<file path="config.mk">
export PLATFORM = sky130hd
export DESIGN_NAME = qs_fifo_reader
export DESIGN_NICKNAME = d
export VERILOG_FILES = /design/src/rtl/qs_fifo_reader.sv
export SDC_FILE = /design/constraint.sdc
export NUM_CORES = 1
export LEC_CHECK = 0
export CELL_PAD_IN_SITES_DETAIL_PLACEMENT = 0
export CELL_PAD_IN_SITES_GLOBAL_PLACEMENT = 1
export CORE_AREA = 2 2 60 62
export CTS_CLUSTER_SIZE = 24
export DETAILED_ROUTE_END_ITERATION = 8
export DIE_AREA = 0 0 62 64
export PLACE_DENSITY_LB_ADDON = 0.1
export SLEW_MARGIN = 20
export SYNTH_ARGS = -nofsm -noshare
export SYNTH_HDL_FRONTEND = slang
export SYNTH_SLANG_ARGS = --single-unit
export TNS_END_PERCENT = 100
</file>
<file path="constraint.sdc">
create_clock -name clk -period 2.39 [get_ports clk]
set_clock_uncertainty 0.05 [all_clocks]
set_input_delay 0.478 -clock clk [delete_from_list [all_inputs] [get_ports clk]]
set_output_delay 0.478 -clock clk [all_outputs]
set_load 0.02 [all_outputs]
</file>
<file path="src/rtl/qs_fifo_reader.sv">
// qs_fifo_reader: drains a qs_fifo-style pop interface into a valid/ready
// stream. Words are grouped into BURST_LEN-word bursts tagged with m_last_o.
// A 2-entry output buffer keeps pop_o independent of m_ready_i, and a burst
// that has started is always completed before the engine goes idle.
module qs_fifo_reader #(
  parameter int DATA_W    = 8,
  parameter int BURST_LEN = 4
) (
  input  logic              clk,
  input  logic              reset,
  input  logic              enable_i,
  input  logic              empty_i,
  input  logic [DATA_W-1:0] pop_data_i,
  output logic              pop_o,
  output logic              m_valid_o,
  input  logic              m_ready_i,
  output logic [DATA_W-1:0] m_data_o,
  output logic              m_last_o,
  output logic              busy_o
);

  localparam int CNT_W = (BURST_LEN > 1) ? $clog2(BURST_LEN) : 1;

  typedef enum logic [1:0] {
    ST_IDLE   = 2'd0,
    ST_RUN    = 2'd1,
    ST_FINISH = 2'd2,
    ST_DRAIN  = 2'd3
  } state_t;

  state_t             state_q;
  logic [1:0]         occ_q, occ_d;
  logic [CNT_W-1:0]   pop_cnt_q, pop_cnt_d;
  logic [DATA_W-1:0]  data0_q, data0_d, data1_q, data1_d;
  logic               last0_q, last0_d, last1_q, last1_d;

  logic               pop_en_s;
  logic               pop_s;
  logic               beat_s;
  logic               tag_last_s;
  logic               boundary_s;

  // Pops are qualified only by registered state/occupancy and the FIFO flag.
  assign pop_en_s   = (state_q == ST_RUN) || (state_q == ST_FINISH);
  assign pop_s      = pop_en_s && !empty_i && (occ_q != 2'd2);
  assign beat_s     = (occ_q != 2'd0) && m_ready_i;
  assign tag_last_s = (pop_cnt_q == CNT_W'(BURST_LEN - 1));
  // True when the burst counter will sit on a burst boundary after this edge.
  assign boundary_s = pop_s ? tag_last_s : (pop_cnt_q == '0);

  assign pop_o     = pop_s;
  assign m_valid_o = (occ_q != 2'd0);
  assign m_data_o  = data0_q;
  assign m_last_o  = last0_q;
  assign busy_o    = (state_q != ST_IDLE) || (occ_q != 2'd0);

  // Next buffer contents, occupancy and burst position from pop/beat events.
  always_comb begin
    occ_d     = occ_q;
    data0_d   = data0_q;
    data1_d   = data1_q;
    last0_d   = last0_q;
    last1_d   = last1_q;
    pop_cnt_d = pop_cnt_q;
    case ({pop_s, beat_s})
      2'b10: begin
        occ_d = occ_q + 2'd1;
        if (occ_q == 2'd0) begin
          data0_d = pop_data_i;
          last0_d = tag_last_s;
        end else begin
          data1_d = pop_data_i;
          last1_d = tag_last_s;
        end
      end
      2'b01: begin
        occ_d   = occ_q - 2'd1;
        data0_d = data1_q;
        last0_d = last1_q;
      end
      2'b11: begin
        // Beat frees the head while the pop refills it (occupancy was 1).
        data0_d = pop_data_i;
        last0_d = tag_last_s;
      end
      default: begin
        occ_d = occ_q;
      end
    endcase
    if (pop_s) begin
      if (tag_last_s) begin
        pop_cnt_d = '0;
      end else begin
        pop_cnt_d = pop_cnt_q + CNT_W'(1);
      end
    end else begin
      pop_cnt_d = pop_cnt_q;
    end
  end

  // Datapath registers: buffer entries, occupancy and burst counter.
  always_ff @(posedge clk or posedge reset) begin
    if (reset) begin
      occ_q     <= 2'd0;
      pop_cnt_q <= '0;
      data0_q   <= '0;
      data1_q   <= '0;
      last0_q   <= 1'b0;
      last1_q   <= 1'b0;
    end else begin
      occ_q     <= occ_d;
      pop_cnt_q <= pop_cnt_d;
      data0_q   <= data0_d;
      data1_q   <= data1_d;
      last0_q   <= last0_d;
      last1_q   <= last1_d;
    end
  end

  // Control FSM: run while enabled, finish the open burst, then drain.
  always_ff @(posedge clk or posedge reset) begin
    if (reset) begin
      state_q <= ST_IDLE;
    end else begin
      case (state_q)
        ST_IDLE: begin
          if (enable_i) state_q <= ST_RUN;
          else          state_q <= ST_IDLE;
        end
        ST_RUN: begin
          if (enable_i)        state_q <= ST_RUN;
          else if (boundary_s) state_q <= ST_DRAIN;
          else                 state_q <= ST_FINISH;
        end
        ST_FINISH: begin
          if (pop_s && tag_last_s) state_q <= ST_DRAIN;
          else                     state_q <= ST_FINISH;
        end
        ST_DRAIN: begin
          if (occ_d == 2'd0) state_q <= ST_IDLE;
          else               state_q <= ST_DRAIN;
        end
        default: state_q <= ST_IDLE;
      endcase
    end
  end

endmodule
</file>
---- Word-level counts from Yosys, hierarchy flattened ----
Cells that the tools add are included.
word-level totals
  register bits ........................... 24
  bits of input ports ..................... 13
  word-level logic and storage cells ...... 49
operators by class
  add/subtract/negate cells ............... 3
  equal/unequal tests ..................... 9
  multiplexer cells ....................... 13
  bitwise gates (word level) .............. 1
  reductions and logical operators ........ 16
operator list
  operator             number
  $pmux 8 s3           1
  $eq 2x2->1 const B   5
  $logic_not 2->1      4
  $mux 8               1
  $pmux 2 s4           1
  $mux 2               3
  $mux 1               5
  $add 2x1->2 const B  2
  $eq 2x1->1 const B   2
  $logic_and 1x1->1    4
  $ne 2x2->1 const B   2
  $pmux 2 s2           1
  $reduce_and 2->1     2
  $reduce_bool 2->1    2
  $pmux 1 s3           1
  $reduce_bool 3->1    1
  $logic_or 1x1->1     2
  $sub 2x1->2 const B  1
  $logic_not 1->1      1
  $not 1->1            1

---- Logic depth before layout (Yosys ltp) ----
  word-level depth ........................ 9
  depth in mapped cells ................... 10

---- Worst setup path before layout ----
No wires, ideal clock.
  path type ............................... flip-flop to flip-flop
  start ................................... register state_q[0]
  end ..................................... register state_q[0]
  library setup time ...................... 137 ps
  arrival time ............................ 2020 ps
  required time ........................... 2203 ps
  setup slack ............................. 183 ps
  cell stages (with the launch flop) ...... 11
  path buffers ............................ 0
  cells stage by stage .................... dfrtp_1 inv_1 ha_1 nand2b_1 a21oi_4 inv_1 ha_1 nor2b_1 a21oi_1 o211ai_1 a32oi_1
between the ends
  word-level cells in the longest chain between the ends .. 9
  elaborated cells between the ends (all ways) .. 18
RTL lines
  what                                             line  RTL
  from (decl)                                      31    state_t state_q;
  from (signal assigned)                           123   state_q <= ST_IDLE;
  from (signal assigned)                           127   if (enable_i) state_q <= ST_RUN;
  from (signal assigned)                           128   else state_q <= ST_IDLE;
  $eq 2x1->1 / $eq 2x2->1 (equally long branches)  44    assign pop_en_s = (state_q == ST_RUN) || (state_q == ST_FINISH);
  $logic_or 1x1->1 (*)                             44
  $logic_and 1x1->1 (*) (2 in series)              45    assign pop_s = pop_en_s && !empty_i && (occ_q != 2'd2);
  named net pop_o                                  14    output logic pop_o,
  $eq 2x1->1 / $eq 2x2->1 (equally long branches)  65    case ({pop_s, beat_s})
  $pmux 2 s2                                       65
  $logic_not 2->1                                  140   if (occ_d == 2'd0) state_q <= ST_IDLE;
  $mux 2                                           140
  $pmux 2 s4 (*)                                   125   case (state_q)
Mark *: on every way through the listed nets, which the timed path passes. The rest lies on a longest branch.
A chain may end at the register's enable or synchronous reset.

---- Worst setup path in the final report ----
  start ................................... register state_q[1]
  end ..................................... output port pop_o
between the ends
  word-level cells in the longest chain between the ends .. 4
  elaborated cells between the ends (all ways) .. 5
RTL lines
  what                                             line
  $eq 2x1->1 / $eq 2x2->1 (equally long branches)  44
  $logic_or 1x1->1 (*)                             44
  $logic_and 1x1->1 (*) (2 in series)              45
  to (decl)                                        14
Mark *: on every way between the ends. The rest lies on a longest branch, timed or not.

==> metrics list <==
- Status: finished clean
- Floorplan Core Area: between 0.003 and 0.004 sq mm
* Global-route wire length before repair: around 3.8 mm
- Leakage component of the power: about 0.70 nW
- Mux contribution to synthesized area: 16.5%
- Static timing analysis puts the maximum clock frequency at approximately 450 MHz.
- At the worst endpoint, the arrival time is around 1.7 ns.
- Net count of the finished layout: 165
- The count of buffers added on input and output ports is 24.
* Number of buffers and inverters on the critical path: 2
- For this run, the register share of the synthesized area comes to just under 50%.
- Of all nets on the critical path, the largest fanout is 4.
* Total number of clock tree sinks: 24
* Clock tree root driver cell: sky130_fd_sc_hd__clkbuf_4
* Routed wire length: roughly 2.2 mm
* Global routing met3 resource utilization: 4.25%
* Final routed DRC violation total: 0
* Combinational family with the most area after synthesis: multiplexers
- Source of the worst register-to-register timing path: state_q[1]
* Floorplan row count: 21
* Pin count of the biggest net entering global routing: 25
* Vias: slightly below 900
- Number of register bits inferred by synthesis: 24
- Compound-cell area share of the yosys netlist: roughly 12%
* Number of placed instances, taps included: between 150 and 200
* Crit path largest cell delay: ~0.4 ns
- Overall overflow remaining after global route: 0
- The max-slew violation total from the final report is 0.
- Crit-path slowest cell: sky130_fd_sc_hd__dfrtp_1
- The detailed router finished its first iteration with 7 violations.
- Min Tclk post-route: about 2.2 ns
- Fraction of final layout cells with drive strength greater than 1: between 20% and 30%
- Across the run, the number of max-cap violations was 0.
- Number of global-route vias before repair: 897
* Post-CTS setup-driven buffer insertion count: 0
- GRT Util Overall: around 13%
- The number of antenna violations at the first check in global routing was 0.
* Fin cells: around 190
* Post-Synth XOR/XNOR Area: under 10%
* Insertion delay of the later-clocked pin in the worst-skew pair: a little over 0.3 ns
* Fillers: ~310
- After synthesis, the netlist uses 25 different library cells.
- Vertical die dimension: roughly 64 um
- Unrepaired setup endpoints after global routing: no
- In this run the cell area measured after placement is between 0.0015 and 0.002 sq mm.
- The setup path with the least slack is of type flip-flop to primary output.
* Number of buffers added by the clock tree synthesis step: 3
- During synthesis, Yosys emitted a total of 0 warnings.
- Yosys mapped a number of flops with a built-in enable equal to 0.
- The critical path goes through inv_1 -> ha_1 -> nand2b_1 -> a21oi_4 -> dlygate4sd2_1.
* Post-Synthesis Cells: between 100 and 150
- Average wire length per cell after detail routing: 12.0 um
* Critical path launch point: state_q[1]
* Quantity of hold-fixing buffers added after cts: 0
* Mean cell area of the mapped netlist: 11.3 sq um
- The cell family contributing the most delay on the critical path is buffers and inverters.
* Post-Synth Adder-Cell Area: a little under a tenth
- Longest Clk Path Bufs: 2
- Layout Area Growth over Synthesis: 30.3%
- Clock-pin slew was measured on the worst setup and hold paths at 0.13 ns.
- Synthesized area: between 0.001 and 0.0015 sq mm
* Post-detailed-route via-to-cell ratio: 4.62
- Gpl congestion: about 0.68
* Final HPWL DP: about 1.7 mm
- Once detail routing completed, the nets flagged for antenna violations numbered 0.
- The worst pin sits at a relative slew slack of 64.4%.
- For met1 alone, demand over resource in global routing was 14.7%.
- The die covers between 0.003 and 0.004 sq mm.
* Number of top-level pins: 25
- Share of flip-flops with an asynchronous set or reset: 100%
- Leading register cell type out of synthesis: sky130_fd_sc_hd__dfrtp_1
* CP Launch Type: flip-flop
- The tightest min-delay check is of the input pin to async pin type.
- Kind of end point of the critical path: primary output
- Final period util: 93.5%
- From left edge to right edge, the die measures around 62 um.
* CTS H-tree lvls: 1
* Endpoint required time on the critical path: about 1.9 ns
- Synthesis produced a netlist with a net count of ~130.
* Final count of hold timing violations: 0
* P per Cell Area: approximately 1300 mW/mm^2
- Effective utilization at floorplan: between 30% and 40%
- Final number of setup-violating endpoints: 0
* Ant diodes: 0
- The finished cells cover around 0.0016 sq mm.
- GR Layer Usage met2: between 20% and 30%
- GRT Max-Usage Layer: met2
- Across the VDD grid, the largest voltage drop is roughly 460 uV.
* Share of synthesized cell area in and, or, nand and nor gates: under 10%
- CTS tree: yes
- At the pin with the least slew margin, the transition time is around 0.53 ns.
- The first TritonRoute pass finished after 4 iterations.
## flip-flops by register name, indices dropped and copies added, names as in the netlist
signal	flops
data1_q	8
m_last_o	1
pop_cnt_q	2
state_q	2
m_data_o	8
last1_q	1
occ_q	2
## area by class of cell
type | count | area [sq um] | share of cell area, %
Timing Repair Buffer | 31 | 292 | 18.2
Sequential cell | 24 | 601 | 37.6
Tap cell | 46 | 57.6 | 3.60
Clock buffer | 4 | 36.3 | 2.27
Multi-Input combinational cell | 73 | 576 | 36.0
Inverter | 10 | 37.5 | 2.35
## logic make-up (layout without fill, tap and decap cells)
logic type / Yosys count / count (layout)
AO/OA/AOI/OAI: 22 / 22
XOR/XNOR: 2 / 2
AND/OR/NAND/NOR: 21 / 21
multiplexers: 19 / 19
adder cells (fa/ha/maj): 9 / 9
buffers and inverters: 12 / 45
flip-flops: 24 / 24
## cell usage after synthesis, types with 2 or more instances
master / n / area [sq um]
sky130_fd_sc_hd__a21oi_1: 11 / 55.1
sky130_fd_sc_hd__dfrtp_1: 24 / 601
sky130_fd_sc_hd__ha_1: 9 / 113
sky130_fd_sc_hd__inv_1: 9 / 33.8
sky130_fd_sc_hd__mux2_2: 10 / 113
sky130_fd_sc_hd__mux2i_1: 9 / 90.1
sky130_fd_sc_hd__nand2_1: 3 / 11.3
sky130_fd_sc_hd__nor2_1: 11 / 41.3
sky130_fd_sc_hd__nor2_2: 2 / 12.5
sky130_fd_sc_hd__nor2b_1: 2 / 12.5
sky130_fd_sc_hd__o21ai_0: 5 / 25.0
## per-layer routing
metal | vias up | share of wire, % | wire length, um
met2 | 18 | 50 | 1120
met5 | - | 0 | 0
met4 | 0 | 0.36 | 8
met3 | 2 | 5.6 | 125
li1 | 433 | - | -
met1 | 416 | 44 | 993
## cell usage in the layout (no fill, tap or decap), types with 5 or more instances in the layout
master / synthesis / layout
sky130_fd_sc_hd__ha_1: 9 / 9
sky130_fd_sc_hd__mux2i_1: 9 / 9
sky130_fd_sc_hd__a21oi_1: 11 / 11
sky130_fd_sc_hd__clkdlybuf4s50_1: 0 / 23
sky130_fd_sc_hd__buf_4: 0 / 7
sky130_fd_sc_hd__mux2_2: 10 / 10
sky130_fd_sc_hd__nor2_1: 11 / 11
sky130_fd_sc_hd__dfrtp_1: 24 / 24
sky130_fd_sc_hd__inv_1: 9 / 9
sky130_fd_sc_hd__o21ai_0: 5 / 5
## worst paths after layout
kind	cells past startpoint	endpoint	slack [ns]
min in group clk	1	data1_q[5]	0.47
setup reg to reg	10	state_q[0]	0.20
max in group asynchronous	3	m_data_o[1]	1.61
hold / removal	3	m_data_o[2]	0.44
setup / recovery	5	pop_o	0.16
hold reg to reg	1	data1_q[5]	0.47
## power by group
part / switching, mW / internal, mW
clock network: 0.118 / 0.0930
registers: 0.140 / 0.613
logic: 0.576 / 0.573
## metrics by stage
step                utilization, %  setup slack (ns)  TNS [ns]  total power [mW]  hold slack, ns
CTS                           48.6             0.121         0              2.14           0.438
global route                  48.7            0.0196         0              2.30           0.487
floorplan                        -             0.183         0              1.50           0.429
global placement              47.5          -0.00397  -0.00427              1.90           0.436
finish                        48.7             0.155         0              2.11           0.439
detailed placement            47.5           -0.0664   -0.0999              1.93           0.443
## timing repair
| item | CTS | global route |
|---|---|---|
| endpoints found under the setup margin | 1 | 1 |
| pin swaps | 0 | 0 |
| resized for setup | 1 | 1 |
| hold endpoints to repair | 0 | 0 |
## worst reg2reg max path, stage by stage (launching register included)
cell and delay [ns]:
sky130_fd_sc_hd__dfrtp_1 0.40, sky130_fd_sc_hd__inv_1 0.09, sky130_fd_sc_hd__ha_1 0.28, sky130_fd_sc_hd__nand2b_1 0.09, sky130_fd_sc_hd__a21oi_4 0.17, sky130_fd_sc_hd__inv_1 0.06
sky130_fd_sc_hd__ha_1 0.33, sky130_fd_sc_hd__nor2b_2 0.16, sky130_fd_sc_hd__a21oi_1 0.08, sky130_fd_sc_hd__o211ai_1 0.22, sky130_fd_sc_hd__a32oi_1 0.13
(Power assumes the default switching activity.)
